==> src/rtl/clk_ratio_monitor.sv <==
// -----------------------------------------------------------------------------
// clk_ratio_monitor
//
// Recovers the period and high time (in clk cycles) of a clock produced by an
// integer divider running from clk. Each completed period, measured between two
// consecutive rising edges, is presented on a valid/ready handshake together
// with a comparison against the expected ratio N: period == N and
// high == floor(N/2). If no rising edge shows up for 2^WIDTH-1 cycles the
// partial measurement is dropped and stall_out is raised.
//
// Optional feature macro: CLK_MON_SYNC_EN
//   defined   : div_clk_in passes through a 2-flop synchronizer before the
//               sampling register (safe for an asynchronous source; +2 cycles
//               of latency).
//   undefined : div_clk_in is registered once (same-clock source).
//   The captured values are identical either way.
//
// Ports
//   clk            in   source clock
//   reset_n        in   synchronous active-low reset
//   en_in          in   monitor enable, low clears all measurement state
//   div_clk_in     in   divided clock under observation
//   exp_ratio_in   in   expected division ratio N          [WIDTH]
//   ratio_out      out  captured period in clk cycles      [WIDTH]
//   high_out       out  captured high time in clk cycles   [WIDTH]
//   meas_valid_out out  measurement available
//   meas_ready_in  in   consumer accepts the measurement
//   match_out      out  captured values match exp_ratio_in
//   overrun_out    out  sticky: unconsumed measurement was overwritten
//   stall_out      out  no rising edge for 2^WIDTH-1 cycles
// -----------------------------------------------------------------------------
module clk_ratio_monitor #(
  parameter int WIDTH = 5
) (
  input  logic             clk,
  input  logic             reset_n,
  input  logic             en_in,
  input  logic             div_clk_in,
  input  logic [WIDTH-1:0] exp_ratio_in,
  output logic [WIDTH-1:0] ratio_out,
  output logic [WIDTH-1:0] high_out,
  output logic             meas_valid_out,
  input  logic             meas_ready_in,
  output logic             match_out,
  output logic             overrun_out,
  output logic             stall_out
);

  localparam logic [WIDTH-1:0] CNT_ZERO = '0;
  localparam logic [WIDTH-1:0] CNT_ONE  = {{(WIDTH-1){1'b0}}, 1'b1};
  localparam logic [WIDTH-1:0] CNT_MAX  = {WIDTH{1'b1}};

  typedef enum logic [1:0] {
    ST_IDLE,
    ST_ARM,
    ST_MEAS
  } state_t;

  state_t           state_reg, state_next;
  logic [WIDTH-1:0] period_reg, period_next;
  logic [WIDTH-1:0] high_cnt_reg, high_cnt_next;
  logic [WIDTH-1:0] ratio_reg, ratio_next;
  logic [WIDTH-1:0] high_reg, high_next;
  logic             valid_reg, valid_next;
  logic             match_reg, match_next;
  logic             overrun_reg, overrun_next;
  logic             stall_reg, stall_next;

  logic             s_cur_reg, s_prev_reg;
  logic             rise;
  logic             capture;
  logic             timeout;
  logic             cmp_match;

  // ---------------------------------------------------------------------------
  // Front end. These flops are deliberately left out of reset/enable: clearing
  // them would fabricate a rising edge when div_clk_in happens to be high as
  // the monitor comes out of reset, starting a measurement mid-period.
  // ---------------------------------------------------------------------------
`ifdef CLK_MON_SYNC_EN
  logic sync1_reg, sync2_reg;

  always_ff @(posedge clk) begin
    sync1_reg <= div_clk_in;
    sync2_reg <= sync1_reg;
    s_cur_reg <= sync2_reg;
  end
`else
  always_ff @(posedge clk) begin
    s_cur_reg <= div_clk_in;
  end
`endif

  always_ff @(posedge clk) begin
    s_prev_reg <= s_cur_reg;
  end

  assign rise = s_cur_reg & ~s_prev_reg;

  // Comparison is made against the counters as they stand at the capturing
  // edge, i.e. the values about to be loaded into ratio/high.
  assign cmp_match = (period_reg == exp_ratio_in) &&
                     (high_cnt_reg == (exp_ratio_in >> 1));

  // ---------------------------------------------------------------------------
  // State register
  // ---------------------------------------------------------------------------
  always_ff @(posedge clk) begin
    if (!reset_n) begin
      state_reg    <= ST_IDLE;
      period_reg   <= CNT_ZERO;
      high_cnt_reg <= CNT_ZERO;
      ratio_reg    <= CNT_ZERO;
      high_reg     <= CNT_ZERO;
      valid_reg    <= 1'b0;
      match_reg    <= 1'b0;
      overrun_reg  <= 1'b0;
      stall_reg    <= 1'b0;
    end else begin
      state_reg    <= state_next;
      period_reg   <= period_next;
      high_cnt_reg <= high_cnt_next;
      ratio_reg    <= ratio_next;
      high_reg     <= high_next;
      valid_reg    <= valid_next;
      match_reg    <= match_next;
      overrun_reg  <= overrun_next;
      stall_reg    <= stall_next;
    end
  end

  // ---------------------------------------------------------------------------
  // Next-state, counters and output registers
  // ---------------------------------------------------------------------------
  always_comb begin
    state_next    = state_reg;
    period_next   = period_reg;
    high_cnt_next = high_cnt_reg;
    ratio_next    = ratio_reg;
    high_next     = high_reg;
    valid_next    = valid_reg;
    match_next    = match_reg;
    overrun_next  = overrun_reg;
    stall_next    = stall_reg;
    capture       = 1'b0;
    timeout       = 1'b0;

    if (!en_in) begin
      // Disable wins over everything: drop any measurement and all status.
      state_next    = ST_IDLE;
      period_next   = CNT_ZERO;
      high_cnt_next = CNT_ZERO;
      ratio_next    = CNT_ZERO;
      high_next     = CNT_ZERO;
      valid_next    = 1'b0;
      match_next    = 1'b0;
      overrun_next  = 1'b0;
      stall_next    = 1'b0;
    end else begin
      case (state_reg)
        ST_IDLE: begin
          state_next = ST_ARM;
        end

        ST_ARM: begin
          // First rise only opens the measurement window.
          if (rise) begin
            state_next    = ST_MEAS;
            period_next   = CNT_ONE;
            high_cnt_next = CNT_ONE;
          end
        end

        ST_MEAS: begin
          if (rise) begin
            capture       = 1'b1;
            period_next   = CNT_ONE;
            high_cnt_next = CNT_ONE;
          end else if (period_reg == CNT_MAX) begin
            // Period counter cannot grow further: discard and re-arm.
            timeout       = 1'b1;
            state_next    = ST_ARM;
            period_next   = CNT_ZERO;
            high_cnt_next = CNT_ZERO;
          end else begin
            period_next = period_reg + 1'b1;
            if (s_cur_reg && (high_cnt_reg != CNT_MAX)) begin
              high_cnt_next = high_cnt_reg + 1'b1;
            end
          end
        end

        default: begin
          state_next = ST_IDLE;
        end
      endcase

      // Handshake. A capture always wins; it only counts as an overrun when
      // the previous result is still pending and not being taken this cycle.
      if (capture) begin
        if (valid_reg && !meas_ready_in) begin
          overrun_next = 1'b1;
        end
        valid_next = 1'b1;
        ratio_next = period_reg;
        high_next  = high_cnt_reg;
        match_next = cmp_match;
        stall_next = 1'b0;
      end else if (valid_reg && meas_ready_in) begin
        valid_next = 1'b0;
      end

      if (timeout) begin
        stall_next = 1'b1;
      end
    end
  end

  assign ratio_out      = ratio_reg;
  assign high_out       = high_reg;
  assign meas_valid_out = valid_reg;
  assign match_out      = match_reg;
  assign overrun_out    = overrun_reg;
  assign stall_out      = stall_reg;

endmodule

==> config.mk <==
export PLATFORM = sky130hd
export DESIGN_NAME = clk_ratio_monitor
export DESIGN_NICKNAME = d
export VERILOG_FILES = /design/src/rtl/clk_ratio_monitor.sv
export SDC_FILE = /design/constraint.sdc
export NUM_CORES = 1
export LEC_CHECK = 0
export BUFFER_PORTS_ARGS = -buffer_cell sky130_fd_sc_hd__buf_2
export CAP_MARGIN = 25
export CORE_MARGIN = 2
export CORE_UTILIZATION = 48
export CTS_BUF_LIST = sky130_fd_sc_hd__clkbuf_4
export DETAILED_ROUTE_END_ITERATION = 8
export PLACE_DENSITY = 0.7
export SETUP_SLACK_MARGIN = 0.5
export SLEW_MARGIN = 20
export SYNTH_ARGS = -nofsm -noshare
export SYNTH_HDL_FRONTEND = slang
export SYNTH_SLANG_ARGS = --single-unit
==> constraint.sdc <==
create_clock -name clk -period 3.4 [get_ports clk]
set_clock_uncertainty 0.1 [all_clocks]
set_input_delay 0.51 -clock clk [delete_from_list [all_inputs] [get_ports clk]]
set_output_delay 0.51 -clock clk [all_outputs]
set_load 0.1 [all_outputs]
==> results of run 1 <==
final cells by class:
type / instances / area [um^2]
fill: 272 / 1180
multi-input combinational: 122 / 742
sequential: 28 / 561
timing repair buffer: 24 / 123
tap: 31 / 38.8
clock inverter: 1 / 30.0
clock buffer: 3 / 22.5
inverter: 3 / 11.3
worst max path at each step:
stage                             start         endpoint  slack [ns]  depth (start not counted)
after global routing      period_reg[0]  high_cnt_reg[2]        0.96                          7
after global placement    period_reg[0]  high_cnt_reg[2]        1.25                          7
after CTS                 period_reg[0]  high_cnt_reg[2]        1.14                          7
final                     period_reg[0]  high_cnt_reg[2]        1.13                          7
after detailed placement  period_reg[0]  high_cnt_reg[2]        1.18                          7
after floorplan           period_reg[0]  high_cnt_reg[2]        1.35                          7
power breakdown:
group / switching, mW / internal, mW
sequential: 0.00447 / 0.332
combinational: 0.0282 / 0.0175
clock: 0.0970 / 0.119
total: 0.130 / 0.469
placed cells by master (no fill, tap or decap), drive strengths merged, types with 2 or more instances in the layout:
cell and n:
clkbuf 3, o211ai 2, buf 24, or2b 3, and3 3, nand3 8, a21boi 3, nand4 5
o21ai 8, ha 9, nand2 25, nor2 7, or3 6, a21oi 21, nor3 5, o21ba 2
inv 3, dfxtp 28
layer usage:
| metal | GRT usage [%] | vias up |
|---|---|---|
| met5 | 0 | - |
| met4 | 6.98 | 0 |
| met3 | 2.95 | 2 |
| met2 | 30.5 | 34 |
| met1 | 23.4 | 547 |
| li1 | - | 614 |
stage by stage:
stage / hold WS (ns) / instance area, um^2 / util, % / total power [mW]
floorplan: 0.250 / 1350 / - / 0.375
global placement: 0.267 / 1480 / 54.4 / 0.388
detailed placement: 0.270 / 1480 / 54.4 / 0.389
CTS: 0.168 / 1530 / 56.4 / 0.604
global route: 0.145 / 1530 / 56.4 / 0.628
finish: 0.174 / 1530 / 56.4 / 0.598
worst register-to-register path, delay by kind of cell, from the launching register on:
family | cells | cell delay (ns)
and+or+nand+nor | 4 | 1.11
AOI/OAI and AO/OA | 1 | 0.13
DFF | 1 | 0.40
adders and majority gates | 2 | 0.50
kinds of logic (layout without fill, tap and decap cells):
kind of cell	count (synthesis)	after routing
buf+inv	9	31
flops	28	28
xor+xnor	1	1
fa+ha+maj	9	9
simple gates	70	70
compound gates	42	42
==> impl_metrics.toml, run 1 <==
[routing]
wl_per_cell_um = 12.8
wl_mm = 2.72
wl_met3_um = 139
drt_iter0_drc = 38
dr_total_vias = 1197
drc = 0
antenna_left = 0
met2_length_mm = 1.31
top_layer_used = "met4"
met1_length_mm = 1.24
firstDrtPassIters = 4
routed_via_density = 5.65

[setup_path]
crit_family = "simple AND/OR/NAND/NOR gates"
critPathKind = "flip-flop to flip-flop"
arrival_ns = 2.44
reg2reg_to = "high_cnt_reg[2]"
path_cells = "ha_1 > and3_1 > ha_1 > and2b_4 > nand4_2 > or4b_1 > a21oi_1"
crit_top_cell = "ha_1"
r2r_start = "period_reg[0]"
endpoint_kind = "flip-flop"
cpMaxStageDelayCell = "or4b_1"
worst_ep_required_time_ns = 3.57
critPathMaxStageDelay_ns = 0.49
r2r_cells = 7
worst-r2r-setup-slack_ns = 1.13
path_max_fanout = 6
path_buf_inv = 0
cp-start-kind = "flip-flop"

[finish]
nets = 201
area_growth_pct = 13.3
drive_above_1_share_pct = 18.8
stdcell_count = 212
antenna_cells = 0

[clock_tree]
cts_tree = "yes"
cts_made_buffers = 3
cts-root-buf = "clkbuf_4"
cts-hold-fix-buffers = 0
clkTransAtPathRegs_ns = 0.15
post_cts_resized = 0
clock_latency_ns = 0.32
cts.sinks = 28
post_cts_buffers = 0
cts_buffer_depth = 2
h-tree-depth = 1

[yosys]
ys_types = 39
ys_seq_area_share_pct = 41.6
synth_top_area_cell = "dfxtp_1"
synth_nets = 178
synth_compound_area_share_pct = 18.9
netlist_top_cells_count = "dfxtp_1 (28), nand2_1 (25), a21oi_1 (21)"
netlist_instances = 159
synth.area.mux_share_pct = 0
syn-mean-instance-area_um2 = 8.48
synth-simple-area-share_pct = 27.1
synthAdderAreaFrac_pct = 8.35
synthArstFlopShare_pct = 0
synth_most_common_cell = "dfxtp_1"
ys_ff_latch = 28
synth_ff_type = "dfxtp_1"
yosys_warnings = 0
synth_xor_xnor_area_share_pct = 0.649
synth_top_family_by_area = "simple AND/OR/NAND/NOR gates"
synth.top_cell.area_share_pct = 41.6
synth_edf_count = 0
synthesis.area_mm2 = 0.00135
netlist_top_cells_area = "dfxtp_1 (42%), ha_1 (8.3%), a21oi_1 (7.8%)"

[timing]
slew_headroom_pct = 57.1
tns_ns = 0
setup_viol = 0
drv_slew = 0
finalCritPeriodShare_pct = 66.7
rsz0062_at_grt = "no"
max_freq_mhz = 441
layout_setup_ws_ns = 1.13
period_needed_ns = 2.27
finalHoldViolations = 0
worst_slew_pin_slew_ns = 0.640

[flow_run]
maxCapViolCount = 0

[pwr]
p_per_area_mw_per_mm2 = 392
leakage_nw = 0.601
vdd_ir_drop_max_v = 0.000234

[hold_path]
hold_path_end = "s_cur_reg"
hold_class = "input pin to flip-flop"
min_from = "div_clk_in"
whs_path_depth = 1

[global_routing]
grt_overflow = 0
grt_max_degree = 27
grt_pass1_wl_mm = 4.77
grt_pass1_vias = 1110
antenna_found_initial = 0
grtUsageTotal_pct = 18.1

[die]
std_cell_rows = 19
ios = 24
core-area_mm2 = 0.00271
die_height_um = 57.0
start_util_pct = 49.8
die_area_mm2 = 0.00325
die_w_um = 57.0

[placed_design]
pre_cts_slack_ns = 1.18
hpwl_mm = 1.96
globalplace.congestion = 0.865
place_inst = 208
port_buffers = 23

[status]
status = "complete, no violations"
Power figures use the tool's default switching activity.
==> inputs of run 2 (changes only) <==
Settings changed: PLACE_DENSITY 0.7 to 0.73.
Clock period 3.4 ns to 1.9 ns, I/O delays scaled along.
==> run 2 against run 1 <==
The run now ends with setup timing left. Global-route usage is 4.9 points higher. Register-to-register slack worse by 1.3 ns. Hold slack lost 0.059 ns. Routed wire length up 35%. Power is 89% higher. Sequential power rose by 78%. Critical path depth unchanged. Sequential cell count did not move. First-iteration DRC count grew 34%. Cell count increased by 9.9%. Count of clock-buffer cells in the layout did not move. Critical endpoint unchanged.
==> impl_metrics.toml, run 2 (synthesis gave the netlist of run 1 again) <==
[status]
status = "finished with violations"
violations = "setup timing"

[routing]
drt_iter0_drc = 51
dr_total_vias = 1344
drc = 0
wl_mm = 3.66
firstDrtPassIters = 4
antenna_left = 0
wl_per_cell_um = 15.7
routed_via_density = 5.77

[finish]
area_growth_pct = 44.8
layout_common_cells = "nand2_1 (24), a21oi_1 (19), dfxtp_1 (18), buf_4 (18), buf_6 (16)"
drive_above_1_share_pct = 42.6
nets = 222
final_common_cell = "nand2_1"
stdcell_count = 233
antenna_cells = 0
fillCellCount = 190
post-route-util_pct = 72.1

[pwr]
finalPower_mw = 1.13
vdd_ir_drop_max_v = 0.000433
swShare_pct = 23.9
leakage_nw = 0.729
p_clk_share_pct = 35.3
p_int_mw = 0.862
p_comb_share_pct = 11.8
switchingPower_mw = 0.271
p_per_area_mw_per_mm2 = 580
seqPwrFrac_pct = 52.9

[flow_run]
maxCapViolCount = 0

[die]
ios = 24
die_w_um = 57.0
die_area_mm2 = 0.00325
start_util_pct = 49.8
die_height_um = 57.0
core-area_mm2 = 0.00271
std_cell_rows = 19

[timing]
max_freq_mhz = 492
worst_slew_pin_slew_ns = 0.401
finalHoldViolations = 0
tns_ns = -0.329
finalCritPeriodShare_pct = 107
period_needed_ns = 2.03
layout_setup_ws_ns = -0.132
setup_viol = 7
rsz0062_at_grt = "yes"
slew_headroom_pct = 73.3
drv_slew = 0

[clock_tree]
clkTransAtPathRegs_ns = 0.16
cts-root-buf = "clkbuf_4"
cts_made_buffers = 3
clock_latency_ns = 0.33
cts_tree = "yes"
cts_buffer_depth = 2
h-tree-depth = 1
cts.sinks = 28

[setup_path]
crit_start = "period_reg[1]"
cp-start-kind = "flip-flop"
r2r_start = "period_reg[1]"
worst-r2r-setup-slack_ns = -0.13
arrival_ns = 2.22
critPathKind = "flip-flop to flip-flop"
endpoint_kind = "flip-flop"
path_max_fanout = 4
worst_ep_required_time_ns = 2.08

[global_routing]
grt_pass1_wl_mm = 5.91
grtUsageTotal_pct = 23.0
antenna_found_initial = 0
grt_overflow = 0
grt_max_degree = 26
grt_pass1_vias = 1255

[placed_design]
place_inst = 222
globalplace.congestion = 0.890
hpwl_mm = 2.37
port_buffers = 23
pre_cts_slack_ns = -0.0858

[hold_path]
hold_class = "input pin to flip-flop"
min_from = "reset_n"
## run 2: cell count changes in the layout (fill, tap and decap cells not counted), moves of 5 or more
cell and delta:
buf_6 +16, dfxtp_1 -10, buf_2 -14, buf_4 +17, ha_1 -5, dfxtp_2 +6
## run 2: final timing paths
| check | cells after the start | end |
|---|---|---|
| setup / recovery | 7 | high_cnt_reg[2] |
| hold / removal | 3 | match_out |
| setup reg to reg | 7 | high_cnt_reg[2] |
| hold reg to reg | 0 | s_prev_reg |
## run 2: area by class of cell
class / instances / area (um^2) / area share [%]
multi-input combinational: 123 / 897 / 45.9
sequential: 28 / 583 / 29.9
timing repair buffer: 44 / 370 / 19.0
tap: 31 / 38.8 / 1.99
clock inverter: 1 / 30.0 / 1.54
clock buffer: 3 / 22.5 / 1.15
inverter: 3 / 11.3 / 0.577
## run 2: per-stage QoR
stage          hold slack (ns)  cell area, um^2
2_1_floorplan            0.213             1420
3_3_place_gp             0.270             1650
3_5_place_dp             0.271             1650
4_1_cts                  0.118             1880
5_1_grt                  0.114             1950
6_report                 0.115             1950
## run 2: power by group through the flow
| stage | logic [mW] | registers [mW] | clock network (mW) |
|---|---|---|---|
| global route | 0.143 | 0.600 | 0.428 |
| detailed placement | 0.0963 | 0.611 | 0 |
| finish | 0.134 | 0.599 | 0.400 |
| global placement | 0.0919 | 0.611 | 0 |
| floorplan | 0.0634 | 0.612 | 0 |
| CTS | 0.127 | 0.598 | 0.402 |
## run 2: timing repair
action	in CTS	in global routing
gates cloned	1	0
hold buffers	1	0
hold endpoints to repair	1	0
setup endpoints to repair	40	27
buffers inserted	3	2
pin swaps	14	8
gates resized for setup	44	17
## run 2: critical path: stages, from the launching register on
cell	delay, ns
dfxtp_4	0.39
ha_4	0.16
and3_4	0.18
ha_4	0.15
and2b_4	0.25
nand4_4	0.12
or4b_4	0.52
a21oi_2	0.12
## run 2: routing by layer
layer / share of wire (%) / routed length, um / global-route usage [%]
met3: 5.4 / 198 / 4.08
met5: 0 / 0 / 0
met4: 0.57 / 21 / 4.98
met2: 52 / 1900 / 41.4
met1: 42 / 1540 / 28.9
